### src/rtl/grizzly_ctrl_pkg.sv
// Shared types and constants for the run/single-step controller.
package grizzly_ctrl_pkg;

  // Controller states; Advance is high in every state except IDLE.
  typedef enum logic [1:0] {
    IDLE = 2'd0,
    STEP = 2'd1,
    RUN  = 2'd2
  } state_e;

  // One instruction cycle is PHASES Cin cycles; PHASE_LAST is the boundary phase.
  localparam int         PHASES     = 3;
  localparam logic [1:0] PHASE_LAST = 2'(PHASES - 1);

endpackage

### src/rtl/btn_debounce.sv
// Raw button conditioner: 2-FF synchronizer, stability counter and a
// one-cycle pulse on each accepted press (debounced 0->1). Releases are
// accepted silently.
module btn_debounce #(
  parameter int DEBOUNCE_CYCLES = 16
) (
  input  logic Cin,
  input  logic Reset,
  input  logic Btn_In,
  output logic Level,
  output logic Press
);

  localparam int             CW       = $clog2(DEBOUNCE_CYCLES);
  localparam logic [CW-1:0]  CNT_LAST = CW'(DEBOUNCE_CYCLES - 1);

  logic          sync_1;
  logic          sync_2;
  logic [CW-1:0] stable_cnt;
  logic          level_d;

  // Synchronize, count consecutive mismatching samples, and register the press edge.
  // NOTE: every flop here is reset, including the synchronizer pair, so the
  // debounced level starts known-low and no spurious press fires after reset.
  always_ff @(posedge Cin or posedge Reset) begin
    if (Reset) begin
      sync_1     <= 1'b0;
      sync_2     <= 1'b0;
      stable_cnt <= '0;
      Level      <= 1'b0;
      level_d    <= 1'b0;
      Press      <= 1'b0;
    end else begin
      // NOTE: non-blocking assignments make sync_2 take the old sync_1, which
      // is what forms the two-stage synchronizer; blocking would collapse it.
      sync_1  <= Btn_In;
      sync_2  <= sync_1;
      level_d <= Level;
      Press   <= Level & ~level_d;
      if (sync_2 == Level) begin
        stable_cnt <= '0;
      end else if (stable_cnt == CNT_LAST) begin
        Level      <= sync_2;
        stable_cnt <= '0;
      end else begin
        stable_cnt <= stable_cnt + 1'b1;
      end
    end
  end

endmodule

### src/rtl/run_step_ctrl.sv
// Run/single-step controller driving the Advance input of the three-phase
// clock generator. Advance is only ever dropped at an instruction boundary
// (after the last phase) or by Reset, so the phase generator always sees
// whole 3-cycle instruction cycles.
module run_step_ctrl
  import grizzly_ctrl_pkg::*;
#(
  parameter int DEBOUNCE_CYCLES = 16,
  parameter int CNT_W           = 16
) (
  input  logic             Cin,
  input  logic             Reset,
  input  logic             Run_Btn,
  input  logic             Step_Btn,
  input  logic             Halt_Req,
  output logic             Advance,
  output logic             Running,
  output logic [1:0]       Phase_Idx,
  output logic [CNT_W-1:0] Cycle_Count
);

  logic   run_press;
  logic   step_press;
  logic   run_level_unused;
  logic   step_level_unused;

  state_e     state;
  state_e     state_n;
  logic [1:0] phase_n;
  logic       stop_pending;
  logic       stop_n;
  logic       count_inc;
  logic       stop_req;

  btn_debounce #(.DEBOUNCE_CYCLES(DEBOUNCE_CYCLES)) u_run_btn (
    .Cin    (Cin),
    .Reset  (Reset),
    .Btn_In (Run_Btn),
    .Level  (run_level_unused),
    .Press  (run_press)
  );

  btn_debounce #(.DEBOUNCE_CYCLES(DEBOUNCE_CYCLES)) u_step_btn (
    .Cin    (Cin),
    .Reset  (Reset),
    .Btn_In (Step_Btn),
    .Level  (step_level_unused),
    .Press  (step_press)
  );

  // A stop can be requested by the run button or the datapath in any RUN cycle.
  assign stop_req = run_press | Halt_Req;

  // Next-state, next-phase and stop/count decisions.
  // NOTE: every output of this block gets a default first so no path leaves
  // a signal unassigned and no latch is inferred.
  always_comb begin
    state_n   = state;
    phase_n   = Phase_Idx;
    stop_n    = stop_pending;
    count_inc = 1'b0;
    unique case (state)
      IDLE: begin
        // Halt_Req is deliberately ignored here so stepping past a HLT works;
        // run wins over a simultaneous step, which is dropped.
        phase_n = 2'd0;
        if (run_press) begin
          state_n = RUN;
        end else if (step_press) begin
          state_n = STEP;
        end
      end
      STEP: begin
        // Presses during a step are dropped, not queued.
        if (Phase_Idx == PHASE_LAST) begin
          count_inc = 1'b1;
          state_n   = IDLE;
          phase_n   = 2'd0;
        end else begin
          phase_n = Phase_Idx + 1'b1;
        end
      end
      RUN: begin
        if (Phase_Idx == PHASE_LAST) begin
          count_inc = 1'b1;
          phase_n   = 2'd0;
          // A request arriving on the boundary cycle itself still stops here.
          if (stop_pending || stop_req) begin
            state_n = IDLE;
            stop_n  = 1'b0;
          end
        end else begin
          phase_n = Phase_Idx + 1'b1;
          stop_n  = stop_pending | stop_req;
        end
      end
      default: begin
        state_n = IDLE;
        phase_n = 2'd0;
        stop_n  = 1'b0;
      end
    endcase
  end

  // State, phase and counter registers; outputs are registered from next-state.
  always_ff @(posedge Cin or posedge Reset) begin
    if (Reset) begin
      state        <= IDLE;
      Phase_Idx    <= 2'd0;
      stop_pending <= 1'b0;
      Cycle_Count  <= '0;
      Advance      <= 1'b0;
      Running      <= 1'b0;
    end else begin
      state        <= state_n;
      Phase_Idx    <= phase_n;
      stop_pending <= stop_n;
      Advance      <= (state_n != IDLE);
      Running      <= (state_n == RUN);
      if (count_inc) begin
        Cycle_Count <= Cycle_Count + 1'b1;
      end
    end
  end

endmodule

### config.mk
export PLATFORM = sky130hd
export DESIGN_NAME = run_step_ctrl
export DESIGN_NICKNAME = d
export VERILOG_FILES = /design/src/rtl/grizzly_ctrl_pkg.sv /design/src/rtl/btn_debounce.sv /design/src/rtl/run_step_ctrl.sv
export SDC_FILE = /design/constraint.sdc
export NUM_CORES = 1
export LEC_CHECK = 0
export CAP_MARGIN = 10
export CELL_PAD_IN_SITES_DETAIL_PLACEMENT = 0
export CELL_PAD_IN_SITES_GLOBAL_PLACEMENT = 1
export CORE_MARGIN = 2
export CORE_UTILIZATION = 48
export CTS_BUF_LIST = sky130_fd_sc_hd__clkbuf_4 sky130_fd_sc_hd__clkbuf_8
export CTS_CLUSTER_DIAMETER = 100
export DETAILED_ROUTE_END_ITERATION = 7
export GPL_ROUTABILITY_DRIVEN = 0
export PLACE_DENSITY_LB_ADDON = 0.25
export SYNTH_ARGS = -nofsm -noshare
export SYNTH_HDL_FRONTEND = slang
export SYNTH_SLANG_ARGS = --single-unit
### constraint.sdc
create_clock -name Cin -period 2.74 [get_ports Cin]
set_clock_uncertainty 0.05 [all_clocks]
set_input_delay 0.548 -clock Cin [delete_from_list [all_inputs] [get_ports Cin]]
set_output_delay 0.548 -clock Cin [all_outputs]
set_load 0.005 [all_outputs]
---- Word-level counts from Yosys, hierarchy flattened ----
Cells that the tools add are included.
operators by class
  reduce and logical (&&, ||, !) cells .... 8
  muxes and demuxes ....................... 17
  add/sub/neg operators ................... 4
  equality and inequality tests ........... 9
  bitwise logic cells ..................... 9
operators with widths
  cell                                                              count
  16-bit by 1-bit adder with 16-bit output (second input constant)  1
  4-bit 2-to-1 mux                                                  4
  2-bit 2-to-1 mux                                                  7
  4-bit by 1-bit adder with 4-bit output (second input constant)    2
  4-bit == test (second input constant)                             2
  2-bit == test (second input constant)                             3
  2-bit case mux with 3 select lines                                1
  2-bit AND reduction                                               3
  1-bit NOT                                                         5
  1-bit 2-to-1 mux                                                  4
  2-bit OR reduction                                                2
  3-bit != test (second input constant)                             1
  2-bit by 1-bit adder with 2-bit output (second input constant)    1
  1-bit AND                                                         2
  1-bit == test                                                     2
  2-bit by 1-bit == test with 1-bit output (second input constant)  1
  2-bit zero test                                                   1
  1-bit bitwise OR                                                  2
  1-bit case mux with 2 select lines                                1
  2-bit nonzero test                                                1
  1-bit logical OR                                                  1
word-level totals
  logic and storage cells ................. 65
  flip-flop bits (word level) ............. 41

---- Logic depth before layout (Yosys ltp) ----
  word-level depth ........................ 6
  gate-level depth with buffers ........... 7
  gate-level depth less buffers ........... 6

---- Cells and area by module ----
From an unflattened synthesis, not the netlist that was laid out.
second synthesis, totals
  cells, all modules ...................... 142
  area, all modules ....................... 1801.7 µm²
by module, submodules not included
  module         instances  cells each  area an instance (µm²)
  run_step_ctrl  1          98          1141.1
  btn_debounce   2          22          330.3

---- Least setup slack after synthesis ----
OpenSTA, ideal clock, no wires.
  kind .................................... reg2reg
  start ................................... register state[0]
  end ..................................... register Cycle_Count[8]
  slack ................................... 1.061 ns
  cell stages (with the launch flop) ...... 8
  data arrival time ....................... 1.504 ns
  library setup time ...................... 0.126 ns
  cells stage by stage .................... dfrtp_1 > inv_1 > ha_1 > and4b_1 > and3_1 > buf_2 > nand3_1 > xnor2_1
on the way
  longest elaborated chain between the ends .. 3
  elaborated cells between the ends (all ways) .. 4
RTL lines
  item                                                                              RTL line              RTL
  start, declared                                                                   run_step_ctrl.sv:27   state_e state;
  start signal, assigned                                                            run_step_ctrl.sv:115  state <= state_n;
  2-bit == test / 2-bit by 1-bit == test with 1-bit output (equally long branches)  run_step_ctrl.sv:62   unique case (state)
  2-bit OR reduction (no line) *                                                    --
  1-bit 2-to-1 mux *                                                                --
  end signal, assigned                                                              run_step_ctrl.sv:121  Cycle_Count <= Cycle_Count + 1'b1;
  end, declared                                                                     run_step_ctrl.sv:19   output logic [CNT_W-1:0] Cycle_Count
Every way passes the cells marked *; elsewhere a longest branch is shown, timed or not.
A chain may end at the register's enable or synchronous reset.

---- Final worst setup path ----
  start ................................... register Cycle_Count[7]
  end ..................................... output port Cycle_Count[7]
No word-level cell between the ends.

==> impl_metrics.env <==
export IMPL_holdWs_ps=299
export IMPL_grt_pass1_vias=1143
export IMPL_post_place_ws_ps=786
export IMPL_n_antenna_cell=0
export IMPL_dieArea_um2=4170
export IMPL_irDropWorstVdd_v=0.000395
export IMPL_cp_slowest_stage_delay_ps=540
export IMPL_slowest_stage="clkdlybuf4s50_1"
export IMPL_wire_per_inst_um=12.9
export IMPL_post_cts_buffers=0
export IMPL_max_cap_violations=0
export IMPL_port_buffers=24
export IMPL_register_area_um2=1030
export IMPL_cts_tree="yes"
export IMPL_die_x_um=64.6
export IMPL_ys_types=32
export IMPL_ctsLongestPathBuffers=2
export IMPL_cts_resized=0
export IMPL_post_drt_via_cell_ratio=5.14
export IMPL_clock_latency_ps=290
export IMPL_status="complete, no violations"
export IMPL_yosysSeqAreaShare=0.582
export IMPL_reg2reg_from="state[1]$_DFF_PP0_"
export IMPL_fmax_mhz=530
export IMPL_setup_violations=0
export IMPL_grt_pass1_wl_um=4970
export IMPL_core_area_um2=3610
export IMPL_arrival_ps=1290
export IMPL_num_io_pins=25
export IMPL_syn_num_nets=154
export IMPL_synth_area_leaders="dfrtp_1, xnor2_1, ha_1"
export IMPL_worst_slack_ps=854
export IMPL_critPathLaunchType="flop"
export IMPL_cp_depth=1
export IMPL_area_delta_synth_final_pct=22.3
export IMPL_r2r_slack_ps=880
export IMPL_n_fill_cell=296
export IMPL_grtUsageTotal=0.160
export IMPL_rr_worst_depth=6
export IMPL_cp_max_fo=6
export IMPL_multiInputGateArea_um2=704
export IMPL_tns_ps=0
export IMPL_start_util=0.489
export IMPL_cts_hold_fix_buffers=0
export IMPL_hp_start="u_run_btn.sync_1$_DFF_PP0_"
export IMPL_synthCells=142
export IMPL_p_per_area_nw_per_um2=507
export IMPL_reg2reg_to="Cycle_Count[14]$_DFFE_PP0P_"
export IMPL_final_hold_viol_count=0
export IMPL_routed_wl_um=2850
export IMPL_fp_row_count=22
export IMPL_drc_errors=0
export IMPL_rsz0062_at_grt="false"
export IMPL_clock_sinks=41
export IMPL_htree_levels=2
export IMPL_finalCritPeriodShare=0.688
export IMPL_yosysWarnings=0
export IMPL_syn_area_per_cell_um2=12.4
export IMPL_synth_area_um2=1760
export IMPL_layout_drive_gt1_share=0.0925
export IMPL_power_leakage_nw=1.00
export IMPL_end_kind="primary output"
export IMPL_drt_initial_drc_count=40
export IMPL_postLayoutCellArea_um2=2150
export IMPL_gr_total_overflow=0
export IMPL_path_cells="clkdlybuf4s50_1"
export IMPL_maxSlewHeadroom=0.670
export IMPL_worstSetupPathType="reg -> out"
export IMPL_crit_buf_inv=1
export IMPL_dpl_hpwl_um=2120
export IMPL_critical_path_top_delay_family="buffers and inverters"
export IMPL_postRouteAntennaNets=0
export IMPL_cp_required_ps=2140
export IMPL_worst_pin_slew_ps=495
export IMPL_path_clk_slew_ps=70
export IMPL_synth_top_area_share=0.582
export IMPL_yosys_area_top_type="dfrtp_1"
export IMPL_die_h_um=64.6
export IMPL_hp_class="reg -> reg"
export IMPL_worstSetupStartpoint="Cycle_Count[7]$_DFFE_PP0P_"
export IMPL_timing_final_max_slew_violations=0
export IMPL_nets=185
export IMPL_cts_buffers=5
export IMPL_placed_area_um2=2060
export IMPL_grt_antenna_before_repair=0
export IMPL_vias=1136
export IMPL_cts_root_buf="clkbuf_8"
export IMPL_endpoint="Cycle_Count[7]"
export IMPL_first_pass_iters=4
export IMPL_period_needed_ps=1890
export IMPL_yosys_register_bits=41
export IMPL_grt_start_max_net_pins=42
metrics by stage:
stage | total power, mW | utilization | std cells
3_5_place_dp | 0.708 | 0.573 | 214
2_1_floorplan | 0.684 | - | 142
6_report | 1.09 | 0.598 | 221
3_3_place_gp | 0.704 | 0.573 | 214
5_1_grt | 1.15 | 0.598 | 221
4_1_cts | 1.11 | 0.598 | 221
cells in the final DEF, fill, tap and decap left out, types with 2 or more instances in the layout:
cell type        Yosys  layout
nand2_1              5       5
o21ai_0              3       3
nor3b_1              3       3
nor2_1               5       5
xnor2_1             14      14
dfrtp_1             41      41
ha_1                 7       7
nand3_1             12      12
and3_1               4       4
clkbuf_8             0       6
nand4b_1             3       3
or2_1                2       2
nand2b_1             2       2
nor2b_1              6       6
a21oi_1              4       4
clkdlybuf4s50_1      0      24
mux2_2               3       3
a22oi_1              2       2
inv_1                7       7
xor2_1               5       5
cells by family (layout without fill, tap and decap cells):
kind of cell / Yosys count / count (layout) / share of synthesized area
AO/OA/AOI/OAI: 13 / 13 / 0.0497
XOR/XNOR: 19 / 19 / 0.0945
adder cells (fa/ha/maj): 7 / 7 / 0.0497
buffers and inverters: 8 / 39 / 0.0178
flip-flops: 41 / 41 / 0.582
multiplexers: 3 / 3 / 0.0192
AND/OR/NAND/NOR: 51 / 51 / 0.187
cell usage after synthesis:
cell type  count
nand4b_1       3
xor2_1         5
nand3_1       12
nand3_2        1
nand4_1        1
mux2_2         3
ha_1           7
and3b_1        1
nand2b_1       2
nor4_4         1
and4_1         1
a22oi_1        2
and3_1         4
o32ai_2        1
nor3_1         1
a21oi_1        4
nand4_2        1
xnor2_1       14
nor2_1         5
dfrtp_1       41
nor3b_2        1
nor3b_1        3
inv_1          7
buf_2          1
o21a_1         1
nor2b_1        6
or2_1          2
and4b_1        1
o21ai_0        3
nand2_1        5
o211ai_1       1
a31oi_1        1
report_power, final:
part	switching, mW	leakage, nW	internal (mW)
Clock	0.188	0.0477	0.210
Sequential	0.0147	0.558	0.623
Combinational	0.0293	0.396	0.0276
how the worst min path moves through the flow:
stage / slack (ps) / depth (start not counted) / endpoint
after floorplan: 280 / 0 / u_run_btn.sync_2$_DFF_PP0_
after global placement: 280 / 0 / u_run_btn.sync_2$_DFF_PP0_
after detailed placement: 280 / 0 / u_run_btn.sync_2$_DFF_PP0_
after CTS: 300 / 0 / u_run_btn.sync_2$_DFF_PP0_
after global routing: 310 / 0 / u_run_btn.sync_2$_DFF_PP0_
final: 300 / 0 / u_run_btn.sync_2$_DFF_PP0_
state kept, by name, indices dropped and copies added (netlist names), 2 cells and up:
register / flops
u_step_btn.stable_cnt: 4
u_run_btn.stable_cnt: 4
Phase_Idx: 2
Cycle_Count: 16
state: 2
layer usage:
metal,up-vias,wire length [um],GRT usage
met4,0,43,0.0718
met3,4,135,0.0538
li1,548,-,-
met5,-,0,0
met2,29,1410,0.259
met1,555,1270,0.194
final cells by class:
type	instances	area share
Inverter	7	0.0122
Timing Repair Buffer	25	0.115
Tap cell	48	0.0279
Sequential cell	41	0.476
Clock buffer	7	0.0418
Multi-Input combinational cell	93	0.327
(Power assumes the default switching activity.)
